--- src/rtl/tff_mod_counter.sv ---
// Modulo-N up/down counter built from behavioural T flip-flops.
// Ports: clk, clear (async reset), enable, up_dn, load, load_val -> q, tc, wrap, load_err.
module tff_mod_counter #(
  parameter int WIDTH   = 8,
  parameter int MODULUS = 256
) (
  input  logic             clk,
  input  logic             clear,
  input  logic             enable,
  input  logic             up_dn,
  input  logic             load,
  input  logic [WIDTH-1:0] load_val,
  output logic [WIDTH-1:0] q,
  output logic             tc,
  output logic             wrap,
  output logic             load_err
);

  // One extra bit so MODULUS == 2**WIDTH is representable.
  localparam logic [WIDTH:0]   MOD = (WIDTH+1)'(MODULUS);
  localparam logic [WIDTH-1:0] TOP = WIDTH'(MODULUS - 1);
  localparam logic [WIDTH-1:0] ONE = WIDTH'(1);

  logic [WIDTH-1:0] nxt;
  logic [WIDTH-1:0] t;
  logic             nxt_wrap;
  logic             nxt_err;
  logic             at_top;
  logic             at_zero;
  logic             out_rng;
  logic             ld_ok;

  assign at_top  = (q == TOP);
  assign at_zero = (q == '0);
  assign out_rng = ({1'b0, q} >= MOD);
  assign ld_ok   = ({1'b0, load_val} < MOD);

  // Priority: load, then count, then hold.
  always_comb begin
    nxt      = q;
    nxt_wrap = 1'b0;
    nxt_err  = 1'b0;
    if (load) begin
      if (ld_ok) begin
        nxt = load_val;
      end else begin
        nxt_err = 1'b1;
      end
    end else if (enable) begin
      if (up_dn) begin
        if (at_top) begin
          nxt      = '0;
          nxt_wrap = 1'b1;
        end else if (out_rng) begin
          nxt = '0;
        end else begin
          nxt = q + ONE;
        end
      end else begin
        if (at_zero) begin
          nxt      = TOP;
          nxt_wrap = 1'b1;
        end else if (out_rng) begin
          nxt = TOP;
        end else begin
          nxt = q - ONE;
        end
      end
    end
  end

  // Toggle inputs: a bit flips exactly where next differs from now.
  assign t = q ^ nxt;

  always_ff @(posedge clk or posedge clear) begin
    if (clear) begin
      q <= '0;
    end else begin
      for (int i = 0; i < WIDTH; i++) begin
        if (t[i]) q[i] <= ~q[i];
      end
    end
  end

  always_ff @(posedge clk or posedge clear) begin
    if (clear) begin
      wrap     <= 1'b0;
      load_err <= 1'b0;
    end else begin
      wrap     <= nxt_wrap;
      load_err <= nxt_err;
    end
  end

  // Unregistered so it can chain into the next stage's enable.
  assign tc = enable & ((up_dn & at_top) | (~up_dn & at_zero));

endmodule
--- config.mk ---
export PLATFORM = sky130hd
export DESIGN_NAME = tff_mod_counter
export DESIGN_NICKNAME = d
export VERILOG_FILES = /design/src/rtl/tff_mod_counter.sv
export SDC_FILE = /design/constraint.sdc
export NUM_CORES = 1
export LEC_CHECK = 0
export CAP_MARGIN = 20
export CORE_MARGIN = 10
export CORE_UTILIZATION = 40
export CTS_CLUSTER_SIZE = 30
export DETAILED_ROUTE_END_ITERATION = 7
export GPL_TIMING_DRIVEN = 0
export PLACE_DENSITY = 0.82
export SYNTH_ARGS = -nofsm -noshare
export SYNTH_HDL_FRONTEND = slang
export SYNTH_SLANG_ARGS = --single-unit
--- constraint.sdc ---
create_clock -name clk -period 2.6 [get_ports clk]
set_clock_uncertainty 0.2 [all_clocks]
set_input_delay 0.65 -clock clk [delete_from_list [all_inputs] [get_ports clk]]
set_output_delay 0.65 -clock clk [all_outputs]
set_load 0.1 [all_outputs]
==> impl_summary.log <==
INFO  metric die_wd = 66.6 um
INFO  metric dieArea = 4430 um^2
INFO  metric ys_async_sr_fraction = 1.00
INFO  metric placement.setup.worst_slack = -1.23 ns
INFO  metric finalHoldViolations = 0
INFO  metric dp_hpwl = 1940 um
INFO  metric initial_utilization = 0.433
INFO  metric finalSetupTns = -0.526 ns
INFO  metric global_routing_usage_summed_across_all_routing_layers = 0.134
INFO  metric number_of_nets_at_the_end_of_the_flow = 160
INFO  metric cellLeakagePower = 0.539 nW
INFO  metric run_status = complete, but fails checks
INFO  metric grt_start_max_net_pins = 11
INFO  metric syn2layout_area_growth = 51.2%
INFO  metric postPlaceCellArea = 1190 um^2
INFO  metric core-area = 2000 um^2
INFO  metric timing.critical_path.required = 1.75 ns
INFO  metric setup_viol = 1
INFO  metric fin_crit_sh = 1.20
INFO  metric finalWirelength = 2860 um
INFO  metric violated_checks = negative setup slack
INFO  metric crit_path_end_kind = output pin
INFO  metric die_h = 66.6 um
INFO  metric final_core_density = 0.655
INFO  metric cts_root_buffer = clkbuf_4
INFO  metric clockBufferDepth = 2
INFO  metric critical_path.max_fanout = 7
INFO  metric max_freq = 320 MHz
INFO  metric stdcell_area = 1310 um^2
INFO  metric syn-instance-count = 109
INFO  metric worst_setup_hold_path_clk_slew = 0.08 ns
INFO  metric synth_enable_flop_cells = 0
INFO  metric routed-via-count = 994
INFO  metric grtUsageMet1 = 0.161
INFO  metric worstSetupPathType = reg -> out
INFO  metric synth_cell_type_count = 45
INFO  metric seq_area = 246 um^2
INFO  metric start_kind = flip-flop
INFO  metric clock_sinks = 9
INFO  metric synth.net_count = 125
INFO  metric synth_area_per_cell = 7.95 um^2
INFO  metric powerDensity = 511 nW/um^2
INFO  metric hold_path_class = in -> async
INFO  metric rrSetupSlack = 0.29 ns
INFO  metric timing.final.max_slew_violations = 0
INFO  metric design.portCount = 24
INFO  metric detail_route.iter0.violations = 50
INFO  metric grt_antenna_before_repair = 0
INFO  metric post_drt_via_cell_ratio = 5.85
INFO  metric multiInputGateArea = 603 um^2
INFO  metric globalRouteMet2Util = 0.199
INFO  metric routed_wire_length_per_instance = 16.8 um
INFO  metric first_pass_grt_wire_length = 4640 um
INFO  metric post-route-drc-count = 0
INFO  metric critPathArrivalTime = 2.28 ns
INFO  metric power.ir.vdd_worst = 0.392 mV
INFO  metric tritoncts_buffer_count = 3
INFO  metric synth_ff_type = dfrtp_1
INFO  metric place.gp.congestion = 0.874
INFO  metric reported_max_cap_violation_count = 0
INFO  metric final.min_clock_period = 3.13 ns
INFO  metric seq_area_frac_synth = 0.260
INFO  metric portBuffers = 21
INFO  metric first_global_vias = 932
INFO  metric aggregate_global_routing_overflow = 0
INFO  metric depth_of_the_cts_h_tree = 1
INFO  metric antenna-diode-count = 0
INFO  metric cts_tree = done
INFO  metric timing.max_slew.rel_slack = 0.346
INFO  metric worst-slew-pin-transition = 0.985 ns
INFO  metric drt_pass1_iterations = 4
INFO  metric insertion_delay = 0.28 ns
INFO  metric gr-max-usage-layer = met2
INFO  metric final.setup.worst_slack = -0.526 ns
INFO  metric synthesis.area = 867 um^2
INFO  metric synth-seq-cells = 9
INFO  metric ys.warnings.count = 0
INFO  metric rsz_0062_raised_after_global_routing = true
INFO  metric layout-drive-gt1-share = 0.301
INFO  metric fill_cells = 173
INFO  metric antenna_violating_nets_left = 0
INFO  metric placementRows = 16
INFO  metric groute.layer.met3.usage = 0.0518
-- cells in the final DEF (no fill, tap or decap), types with 2 or more instances in the layout --
| cell type | n |
|---|---|
| clkdlybuf4s50_1 | 11 |
| buf_4 | 10 |
| nor2_1 | 8 |
| dlygate4sd2_1 | 8 |
| o21ai_0 | 6 |
| nand2_1 | 6 |
| nor3_1 | 5 |
| a21oi_1 | 5 |
| xnor2_1 | 5 |
| dfrtp_4 | 5 |
| clkbuf_1 | 4 |
| nand3_1 | 4 |
| buf_6 | 3 |
| o211ai_1 | 3 |
| and3_1 | 3 |
| xor2_1 | 3 |
| a221oi_1 | 3 |
| clkbuf_4 | 3 |
| buf_2 | 2 |
| inv_1 | 2 |
| a211o_1 | 2 |
| ha_1 | 2 |
| dfrtp_2 | 2 |
| dfrtp_1 | 2 |
-- worst paths after layout --
| kind | start | endpoint | depth (start not counted) |
|---|---|---|---|
| max | q[4] | tc | 6 |
| min | clear | q[4] | 2 |
| max reg2reg | q[1] | q[2] | 8 |
| min reg2reg | q[6] | q[6] | 3 |
| max in group asynchronous | clear | q[0] | 2 |
| min in group clk | q[6] | q[6] | 3 |
-- flip-flops by register name (all words and copies together) (netlist names) --
register	flops
wrap	1
q	8
-- what timing repair did --
item / in CTS / in global routing
gates resized for setup: 22 / 4
pin swaps: 2 / 1
setup buffers: 6 / 3
hold buffers: 0 / 0
setup endpoints to repair: 9 / 3
-- cells in the mapped netlist (2+ instances only) --
cell type / number / area (um^2)
a211o_1: 2 / 17.5
a21boi_0: 2 / 15.0
a21oi_1: 5 / 25.0
a221oi_1: 3 / 26.3
and3_1: 3 / 18.8
buf_2: 5 / 25.0
clkbuf_1: 4 / 15.0
dfrtp_1: 9 / 225
ha_1: 3 / 37.5
inv_1: 4 / 15.0
nand2_1: 6 / 22.5
nand3_1: 4 / 20.0
nor2_1: 9 / 33.8
nor3_1: 6 / 30.0
o211ai_1: 3 / 22.5
o21ai_0: 6 / 30.0
xnor2_1: 5 / 43.8
xor2_1: 3 / 26.3
-- report_power, final --
part           internal, W  switching [W]
Combinational     0.000129       0.000244
Clock            0.0000596      0.0000645
Sequential        0.000161      0.0000126
-- critical path, stage by stage, from the launching register on --
cell and delay, ns:
dfrtp_4 0.48, buf_6 0.14, or4_4 0.52, or3_4 0.39
a21boi_4 0.16, nor2_4 0.13, buf_12 0.18
-- metal layers --
layer  vias to the layer above  part of all wire
met2                        60              0.45
met1                       462              0.41
met3                        10              0.11
met5                         -                 0
met4                         0             0.027
li1                        462                 -
-- final cells by class --
class | instances | share of cell area
Buffer | 11 | 0.0697
Timing Repair Buffer | 30 | 0.214
Clock buffer | 4 | 0.0200
Inverter | 5 | 0.0229
Multi-Input combinational cell | 84 | 0.460
Sequential cell | 9 | 0.188
Tap cell | 27 | 0.0258
-- metrics by stage --
| step | std cells | hold slack, ns | power [W] |
|---|---|---|---|
| after floorplan | 109 | 0.278 | 0.000444 |
| after global placement | 157 | 0.521 | 0.000521 |
| after detailed placement | 157 | 0.528 | 0.000528 |
| after CTS | 167 | 0.467 | 0.000659 |
| after global routing | 170 | 0.472 | 0.000706 |
| final | 170 | 0.446 | 0.000670 |
-- kinds of logic (layout without fill, tap and decap cells) --
logic type | count (synthesis) | after routing | synth area share
xor+xnor | 8 | 8 | 0.0808
other cells | 1 | 1 | 0.00432
flops | 9 | 9 | 0.260
compound gates | 32 | 32 | 0.271
fa+ha+maj | 3 | 3 | 0.0433
simple gates | 40 | 40 | 0.251
buf+inv | 16 | 50 | 0.0894
Power figures use the tool's default switching activity.
